File: src/rtl/tqvp_bus_initiator_if.sv
// Command/response handshake and TinyQV peripheral bus signals seen by the
// bus initiator. The master modport is the initiator's view. The slave
// modport is the view of whatever feeds commands and models the peripheral.
interface tqvp_bus_initiator_if;
  // command port
  logic        cmd_valid;
  logic        cmd_ready;
  logic        cmd_write;
  logic [1:0]  cmd_size;
  logic [5:0]  cmd_addr;
  logic [31:0] cmd_wdata;
  // response port
  logic        rsp_valid;
  logic        rsp_ready;
  logic [31:0] rsp_rdata;
  logic        rsp_err;
  // peripheral bus
  logic [5:0]  address;
  logic [31:0] data_in;
  logic [1:0]  data_write_n;
  logic [1:0]  data_read_n;
  logic [31:0] data_out;
  logic        data_ready;
  logic        user_interrupt;
  logic        irq_rise;

  modport master (
    input  cmd_valid, cmd_write, cmd_size, cmd_addr, cmd_wdata,
    output cmd_ready,
    output rsp_valid, rsp_rdata, rsp_err,
    input  rsp_ready,
    output address, data_in, data_write_n, data_read_n,
    input  data_out, data_ready, user_interrupt,
    output irq_rise
  );

  modport slave (
    output cmd_valid, cmd_write, cmd_size, cmd_addr, cmd_wdata,
    input  cmd_ready,
    input  rsp_valid, rsp_rdata, rsp_err,
    output rsp_ready,
    input  address, data_in, data_write_n, data_read_n,
    output data_out, data_ready, user_interrupt,
    input  irq_rise
  );
endinterface

File: src/rtl/tqvp_bus_initiator.sv
// TinyQV peripheral bus initiator. It takes one read or write command at a
// time, drives the registered bus strobes and returns exactly one response
// per command. A rising-edge detector on user_interrupt runs alongside the
// command engine and does not depend on it.
module tqvp_bus_initiator #(
  parameter int TIMEOUT = 16
) (
  input logic                 clk,
  input logic                 rst,
  tqvp_bus_initiator_if.master bus
);

  typedef enum logic [1:0] {
    IDLE  = 2'd0,
    WRITE = 2'd1,
    READ  = 2'd2,
    RESP  = 2'd3
  } state_t;

  localparam logic [1:0] STROBE_IDLE = 2'b11;
  localparam logic [1:0] SIZE_BAD    = 2'b11;
  localparam logic [7:0] CNT_LAST    = 8'(TIMEOUT - 1);

  state_t      state;
  logic        cmd_ready_q;
  logic        rsp_valid_q;
  logic        rsp_err_q;
  logic [31:0] rsp_rdata_q;
  logic [5:0]  address_q;
  logic [31:0] data_in_q;
  logic [1:0]  write_n_q;
  logic [1:0]  read_n_q;
  logic [7:0]  wait_cnt;
  logic        irq_prev;
  logic        irq_rise_q;

  // Keep only the bytes covered by the access size; upper bits read as zero.
  function automatic logic [31:0] mask_to_size(input logic [31:0] d,
                                               input logic [1:0]  sz);
    logic [31:0] r;
    case (sz)
      2'b00:   r = {24'd0, d[7:0]};
      2'b01:   r = {16'd0, d[15:0]};
      default: r = d;
    endcase
    return r;
  endfunction

  // Command engine: accept, strobe the bus, wait for data, hand back a response.
  always_ff @(posedge clk) begin
    if (rst) begin
      state       <= IDLE;
      cmd_ready_q <= 1'b1;
      rsp_valid_q <= 1'b0;
      rsp_err_q   <= 1'b0;
      rsp_rdata_q <= 32'd0;
      address_q   <= 6'd0;
      data_in_q   <= 32'd0;
      write_n_q   <= STROBE_IDLE;
      read_n_q    <= STROBE_IDLE;
      wait_cnt    <= 8'd0;
    end else begin
      case (state)
        IDLE: begin
          cmd_ready_q <= 1'b1;
          if (bus.cmd_valid) begin
            cmd_ready_q <= 1'b0;
            if (bus.cmd_size == SIZE_BAD) begin
              // Illegal size is answered straight away without touching the bus.
              rsp_err_q   <= 1'b1;
              rsp_rdata_q <= 32'd0;
              rsp_valid_q <= 1'b1;
              state       <= RESP;
            end else if (bus.cmd_write) begin
              address_q <= bus.cmd_addr;
              data_in_q <= bus.cmd_wdata;
              write_n_q <= bus.cmd_size;
              state     <= WRITE;
            end else begin
              address_q <= bus.cmd_addr;
              read_n_q  <= bus.cmd_size;
              wait_cnt  <= 8'd0;
              state     <= READ;
            end
          end
        end

        WRITE: begin
          // Writes are posted: one strobe cycle, never wait for data_ready.
          write_n_q   <= STROBE_IDLE;
          rsp_err_q   <= 1'b0;
          rsp_rdata_q <= 32'd0;
          rsp_valid_q <= 1'b1;
          state       <= RESP;
        end

        READ: begin
          if (bus.data_ready) begin
            // The held read strobe still encodes the access size.
            rsp_rdata_q <= mask_to_size(bus.data_out, read_n_q);
            rsp_err_q   <= 1'b0;
            read_n_q    <= STROBE_IDLE;
            rsp_valid_q <= 1'b1;
            state       <= RESP;
          end else if (wait_cnt == CNT_LAST) begin
            read_n_q    <= STROBE_IDLE;
            rsp_err_q   <= 1'b1;
            rsp_rdata_q <= 32'd0;
            rsp_valid_q <= 1'b1;
            state       <= RESP;
          end else begin
            wait_cnt <= wait_cnt + 8'd1;
          end
        end

        RESP: begin
          // Response fields stay frozen until the consumer takes them.
          cmd_ready_q <= 1'b0;
          if (bus.rsp_ready) begin
            rsp_valid_q <= 1'b0;
            cmd_ready_q <= 1'b1;
            state       <= IDLE;
          end
        end

        default: begin
          state       <= IDLE;
          cmd_ready_q <= 1'b1;
          rsp_valid_q <= 1'b0;
          write_n_q   <= STROBE_IDLE;
          read_n_q    <= STROBE_IDLE;
        end
      endcase
    end
  end

  // Interrupt edge detector: one-cycle pulse per rising edge of user_interrupt.
  always_ff @(posedge clk) begin
    if (rst) begin
      irq_prev   <= 1'b0;
      irq_rise_q <= 1'b0;
    end else begin
      irq_prev   <= bus.user_interrupt;
      irq_rise_q <= bus.user_interrupt & ~irq_prev;
    end
  end

  assign bus.cmd_ready    = cmd_ready_q;
  assign bus.rsp_valid    = rsp_valid_q;
  assign bus.rsp_rdata    = rsp_rdata_q;
  assign bus.rsp_err      = rsp_err_q;
  assign bus.address      = address_q;
  assign bus.data_in      = data_in_q;
  assign bus.data_write_n = write_n_q;
  assign bus.data_read_n  = read_n_q;
  assign bus.irq_rise     = irq_rise_q;

endmodule
File: src/flat_wrapper.sv
// flat-port wrapper written by rule: the top's interface ports become plain ports
module tqvp_bus_initiator_flat 
#(
  parameter int TIMEOUT = 16
)
  (clk, rst, bus_cmd_valid, bus_cmd_write, bus_cmd_size, bus_cmd_addr, bus_cmd_wdata, bus_cmd_ready, bus_rsp_valid, bus_rsp_rdata, bus_rsp_err, bus_rsp_ready, bus_address, bus_data_in, bus_data_write_n, bus_data_read_n, bus_data_out, bus_data_ready, bus_user_interrupt, bus_irq_rise);
  tqvp_bus_initiator_if bus_i ();
  input logic clk;
  input logic rst;
  input wire logic [$bits(bus_i.cmd_valid)-1:0] bus_cmd_valid;
  input wire logic [$bits(bus_i.cmd_write)-1:0] bus_cmd_write;
  input wire logic [$bits(bus_i.cmd_size)-1:0] bus_cmd_size;
  input wire logic [$bits(bus_i.cmd_addr)-1:0] bus_cmd_addr;
  input wire logic [$bits(bus_i.cmd_wdata)-1:0] bus_cmd_wdata;
  output wire logic [$bits(bus_i.cmd_ready)-1:0] bus_cmd_ready;
  output wire logic [$bits(bus_i.rsp_valid)-1:0] bus_rsp_valid;
  output wire logic [$bits(bus_i.rsp_rdata)-1:0] bus_rsp_rdata;
  output wire logic [$bits(bus_i.rsp_err)-1:0] bus_rsp_err;
  input wire logic [$bits(bus_i.rsp_ready)-1:0] bus_rsp_ready;
  output wire logic [$bits(bus_i.address)-1:0] bus_address;
  output wire logic [$bits(bus_i.data_in)-1:0] bus_data_in;
  output wire logic [$bits(bus_i.data_write_n)-1:0] bus_data_write_n;
  output wire logic [$bits(bus_i.data_read_n)-1:0] bus_data_read_n;
  input wire logic [$bits(bus_i.data_out)-1:0] bus_data_out;
  input wire logic [$bits(bus_i.data_ready)-1:0] bus_data_ready;
  input wire logic [$bits(bus_i.user_interrupt)-1:0] bus_user_interrupt;
  output wire logic [$bits(bus_i.irq_rise)-1:0] bus_irq_rise;
  assign bus_i.cmd_valid = bus_cmd_valid;
  assign bus_i.cmd_write = bus_cmd_write;
  assign bus_i.cmd_size = bus_cmd_size;
  assign bus_i.cmd_addr = bus_cmd_addr;
  assign bus_i.cmd_wdata = bus_cmd_wdata;
  assign bus_cmd_ready = bus_i.cmd_ready;
  assign bus_rsp_valid = bus_i.rsp_valid;
  assign bus_rsp_rdata = bus_i.rsp_rdata;
  assign bus_rsp_err = bus_i.rsp_err;
  assign bus_i.rsp_ready = bus_rsp_ready;
  assign bus_address = bus_i.address;
  assign bus_data_in = bus_i.data_in;
  assign bus_data_write_n = bus_i.data_write_n;
  assign bus_data_read_n = bus_i.data_read_n;
  assign bus_i.data_out = bus_data_out;
  assign bus_i.data_ready = bus_data_ready;
  assign bus_i.user_interrupt = bus_user_interrupt;
  assign bus_irq_rise = bus_i.irq_rise;
  tqvp_bus_initiator #(.TIMEOUT(TIMEOUT)) u_core (.clk(clk), .rst(rst), .bus(bus_i));
endmodule
File: config.mk
export PLATFORM = sky130hd
export DESIGN_NAME = tqvp_bus_initiator_flat
export DESIGN_NICKNAME = d
export VERILOG_FILES = /design/src/rtl/tqvp_bus_initiator_if.sv /design/src/rtl/tqvp_bus_initiator.sv /design/src/flat_wrapper.sv
export SDC_FILE = /design/constraint.sdc
export NUM_CORES = 1
export LEC_CHECK = 0
export BUFFER_PORTS_ARGS = -buffer_cell sky130_fd_sc_hd__buf_2
export CORE_MARGIN = 2
export CORE_UTILIZATION = 49
export CTS_BUF_LIST = sky130_fd_sc_hd__clkbuf_4
export DETAILED_ROUTE_END_ITERATION = 16
export PLACE_DENSITY = 0.86
export SYNTH_ARGS = -nofsm -noshare
export SYNTH_HDL_FRONTEND = slang
export SYNTH_SLANG_ARGS = --single-unit
File: constraint.sdc
create_clock -name clk -period 2.5 [get_ports clk]
set_input_delay 0 -clock clk [delete_from_list [all_inputs] [get_ports clk]]
set_output_delay 0 -clock clk [all_outputs]
set_load 0.02 [all_outputs]
; Word level (Yosys, flattened, before mapping)
; Cells that the tools add are included.
[op_classes]
addsub = 1
multipliers = 0
n_div = 0
magnitude_cmp = 0
eq_ne = 15
shift = 0
mux = 38
bitwise = 3
reduce_logical = 14
[ops]
columns = operator, count
row1 = 32-bit 2-to-1 mux, 4
row2 = 32-bit case mux with 3 select lines, 1
row3 = 32-bit case mux with 2 select lines, 1
row4 = 8-bit 2-to-1 mux, 5
row5 = 2-bit 2-to-1 mux, 12
row6 = 8-bit case mux with 2 select lines, 1
row7 = 4-bit AND reduction, 4
row8 = "2-bit != test, second input constant", 7
row9 = "8-bit by 1-bit adder with 8-bit output, second input constant", 1
row10 = "8-bit by 4-bit == test with 1-bit output, second input constant", 1
row11 = 1-bit 2-to-1 mux, 8
row12 = 2-bit case mux with 2 select lines, 2
row13 = 2-bit case mux with 4 select lines, 1
row14 = "2-bit == test, second input constant", 3
row15 = 3-bit AND reduction, 2
row16 = 6-bit AND reduction, 1
row17 = 2-bit nonzero test, 3
row18 = 5-bit AND reduction, 1
row19 = "2-bit by 1-bit == test with 1-bit output, second input constant", 2
row20 = 2-bit zero test, 2
row21 = 1-bit case mux with 4 select lines, 1
row22 = "3-bit by 2-bit != test with 1-bit output, second input constant", 1
row23 = 1-bit case mux with 3 select lines, 1
row24 = 3-bit nonzero test, 1
row25 = 4 further kinds, 5
[totals]
ff_bits = 89
latchBits = 0
mem_bits_rw = 0
mem_bits_ro = 0
inputBits = 79
output_inout_bits = 78
elab_cells = 83
mem_count = 0

; Depth between registers and ports, before layout
[depth]
ltp_word = 4
ltp_mapped = 9
depth_no_buf = 6

; Worst setup path before layout
; No wires, ideal clock.
[synth_path]
path_kind = register -> register
from = register u_core.state[0]
to = register u_core.rsp_rdata_q[2] (netlist: u_core.bus.rsp_rdata[2])
setup_ns = 0.070
arrival_ns = 1.886
setup_slack_ns = 0.544
stages_incl_launch_ff = 9
path_buffers = 2
path_cell_list = dfxtp_1 inv_1 ha_1 buf_2 a21boi_1 nor3_1 clkbuf_1 nand4_1 a21oi_1
[synth_via]
elab_chain_len = 3
word_cells_on_any_way = 9
[synth_lines]
columns = item, line
row1 = start: declaration, tqvp_bus_initiator.sv:24  ; state_t state;
row2 = start signal: assignment, tqvp_bus_initiator.sv:52  ; state <= IDLE;
row3 = start signal: assignment, tqvp_bus_initiator.sv:73  ; state <= RESP;
row4 = start signal: assignment, tqvp_bus_initiator.sv:78  ; state <= WRITE;
row5 = "2-bit == test, or another cell as far along", tqvp_bus_initiator.sv:63  ; case (state)
row6 = "3-bit by 2-bit != test with 1-bit output (no source line), or another cell as far along", -
row7 = 4-bit AND reduction (no source line), -
row8 = end signal: assignment, tqvp_bus_initiator.sv:100  ; rsp_rdata_q <= mask_to_size(bus.data_out, read_n_q);
row9 = end: declaration, tqvp_bus_initiator.sv:28  ; logic [31:0] rsp_rdata_q;
; Several ways; a longest one is shown, not always the timed one.
; A chain may end at the register's enable or synchronous reset.

; Worst setup path after layout
[layout_path]
from = register u_core.state[0]
to = register u_core.rsp_rdata_q[3] (netlist: u_core.bus.rsp_rdata[3])
; The elaborated chain is that of the path after synthesis.

==> reports/metrics.csv <==
metric,value,unit
CP required,2860,ps
slowest CP cell,dlygate4sd3_1,
Hold Crit Start,bus_cmd_valid,
CP arrival,2760,ps
Tightest Hold Check Type,in -> reg,
sequential-to-total area share from yosys stat,49.0,%
P_int,2.44,mW
Lkg Pwr,2.36,nW
clk sinks,89,
via-per-instance ratio,5.54,
Reg2Reg Depth,8,
CP peak stage delay,600,ps
IO Pins,157,
final wirelength,12700,um
critical-path cell list,inv_1 > ha_1 > a21boi_1 > nor3_2 > buf_6 > nand4_1 > dlygate4sd3_1 > a21oi_1,
vias after detailed routing,4336,
r2r setup slk,100,ps
area of the multi-input gates,0.00169,mm^2
element type at the critical path end,flop,
Starting Density,50.4,%
min cycle time layout,2400,ps
Port Buf Inserts,156,
die area,0.00812,mm^2
skew final,19.3,ps
Worst slew margin,61.0,%
Switching Fraction,39.5,%
root buffer selected by CTS,clkbuf_4,
Yosys top cell area share,49.0,%
"most common cell after layout, fill and taps aside",buf_2,
Bufs and invs on worst path,3,
CP max FO,17,
Ant. Diodes,0,
worst hold path cell count,4,
CTS H-tree depth,3,
Congestion Overflow GR,0,
clock slew seen by the registers of the worst setup and hold paths,140,ps
Max-Cap Viols,0,
PnR Total Power,4.03,mW
Mapped Nets,530,
row cnt,31,
peak supply drop,0.000409,V
Worst Max-Slew Pin Slew,585,ps
Syn-to-layout area delta,52.6,%
clk buf depth,2,
nets@finish,763,
Die H,90.1,um
GRT Total Usage,30.6,%
Flop pwr share,40.6,%
share of layout cells above drive strength 1,28.0,%
vias in the first global route,4110,
#FFs+latches synth,89,
Die X,90.1,um
Hold Crit Endpoint,u_core.bus.cmd_ready$_SDFFE_PP1P_,
combinational power share,38.6,%
critical register-to-register path startpoint,u_core.state[0]$_SDFFE_PP0P_,
FMAX,417,MHz
Net Switching,1.59,mW
Filler cells,475,
Ys Warns,0,
WL/cell,16.3,um
Pins Over Slew Limit,0,
R2R Path End,u_core.bus.rsp_rdata[3]$_SDFFE_PP0P_,
ratio of final minimum period to clock period,96.0,%
Storage cell area,0.00178,mm^2
initial antenna violation count,0,
clock group share of total power,20.8,%
Mapped Cells,445,
Synth cell types,38,
CP top delay family,buffers and inverters,
Min Hold Slack,87.9,ps
first-pass GRT wire length,20400,um
Final setup viols,0,
dpl hpwl,7200,um
CTS Buf Count,9,
most frequent cells in the layout,"buf_2 (157), dlygate4sd3_1 (90), dfxtp_1 (87), nand2_1 (82), a21oi_1 (79)",
detailed-route DRC error count,0,
Synth area leaders,"dfxtp_1 (49%), a21oi_1 (11%), nand2_1 (8.5%)",
ANT nets after route,0,
Setup crit start kind,flop,
number of DRC markers in iteration 0,250,
Final GP Congestion,0.839,
Mapped Area,0.00363,mm^2
status,completed,
drt first pass iters,7,
"Hold Vio Cnt, Final",0,
pwr dens,726,mW/mm^2
CTS tree,built,
largest net degree at the start of global routing,36,
"Avg Cell Area, Syn",8.17,um^2
clock latency on the worst-skew pair,440,ps
critical path class,reg -> reg,
Yosys top cell by area,dfxtp_1,
CORE AREA,0.00721,mm^2
layer usage:
metal	track usage, %	wire length, um	part of all wire [%]
met2	52.2	6190	49
met1	37.2	5050	40
met3	7.29	1170	9.2
met5	0	0	0
met4	12.2	319	2.5
power by group through the flow:
stage	Sequential (mW)	Combinational (mW)	Clock (mW)
floorplan	1.78	0.778	0
global placement	1.65	1.29	0
detailed placement	1.66	1.33	0
CTS	1.62	1.46	0.845
global route	1.65	1.67	0.909
finish	1.63	1.55	0.839
cell usage after synthesis (all sizes together):
cell type,number
o21ai,39
o41ai,1
or4,2
o31ai,2
nor3b,2
nor2,2
inv,7
nand3,11
nor2b,7
nor3,10
ha,6
buf,7
nand4,33
and3,3
o21a,3
a21oi,79
mux2i,5
a211o,2
dfxtp,89
or3,1
clkbuf,29
a21o,3
or2,1
a31oi,2
nor4,3
nand3b,1
a32o,2
o31a,1
and2,2
nand2b,4
a21boi,1
nand2,82
and4,2
nand4b,1
cells by family after synthesis:
family                   synth area share, %
flip-flops                              49.0
adder cells (fa/ha/maj)                 2.07
AND/OR/NAND/NOR                         22.7
buffers and inverters                   4.61
AO/OA/AOI/OAI                           20.2
multiplexers                            1.38
repair_timing:
item	CTS	global route
resized for setup	0	3
hold buffers	90	0
buffers inserted	0	1
setup endpoints to repair	0	8
hold endpoints to repair	80	0
final cells by class:
cell class,instances,share of cell area (%)
inverters,7,0.474
flip-flops and latches,89,32.2
well taps,99,2.23
clock inverters,7,1.40
repair buffers,258,32.0
clock buffers,9,1.22
multi-input cells,313,30.5
per-stage QoR:
step                      setup TNS (ps)  cell area, um^2  cells  util (%)  setup slack [ps]
after floorplan                        0             3630    445         -               544
after global placement                 0             4480    674      62.1               528
after detailed placement               0             4480    674      62.1               410
after CTS                              0             5530    780      76.6              33.1
after global routing               -6.75             5550    782      76.9             -6.75
final                                  0             5550    782      76.9              99.2
registers in the layout, summed over array words and instances (netlist names):
name,count
u_core.irq_prev,1
u_core.bus.irq_rise,1
u_core.bus.address,6
u_core.wait_cnt,8
u_core.bus.rsp_rdata,32
u_core.bus.rsp_valid,1
u_core.bus.data_in,32
u_core.bus.data_write_n,2
u_core.bus.rsp_err,1
u_core.state,2
u_core.bus.cmd_ready,1
u_core.bus.data_read_n,2
how the worst max path moves through the flow:
stage	from	end	slack, ps	depth (start not counted)
6_report	u_core.state[0]$_SDFFE_PP0P_	u_core.bus.rsp_rdata[3]$_SDFFE_PP0P_	100	8
5_1_grt	u_core.state[0]$_SDFFE_PP0P_	u_core.bus.rsp_rdata[1]$_SDFFE_PP0P_	-7	8
4_1_cts	u_core.state[0]$_SDFFE_PP0P_	u_core.bus.rsp_rdata[4]$_SDFFE_PP0P_	30	8
3_5_place_dp	u_core.state[0]$_SDFFE_PP0P_	u_core.state[1]$_SDFFE_PP0P_	410	6
3_3_place_gp	u_core.state[0]$_SDFFE_PP0P_	u_core.bus.rsp_valid$_SDFFE_PP0P_	530	6
2_1_floorplan	u_core.state[0]$_SDFFE_PP0P_	u_core.bus.rsp_rdata[2]$_SDFFE_PP0P_	540	8
worst min-delay path, stage by stage:
cell and delay (ps):
buf_2 180, a21oi_1 170, mux2i_1 70, nand2_1 60
Power figures use the tool's default switching activity.
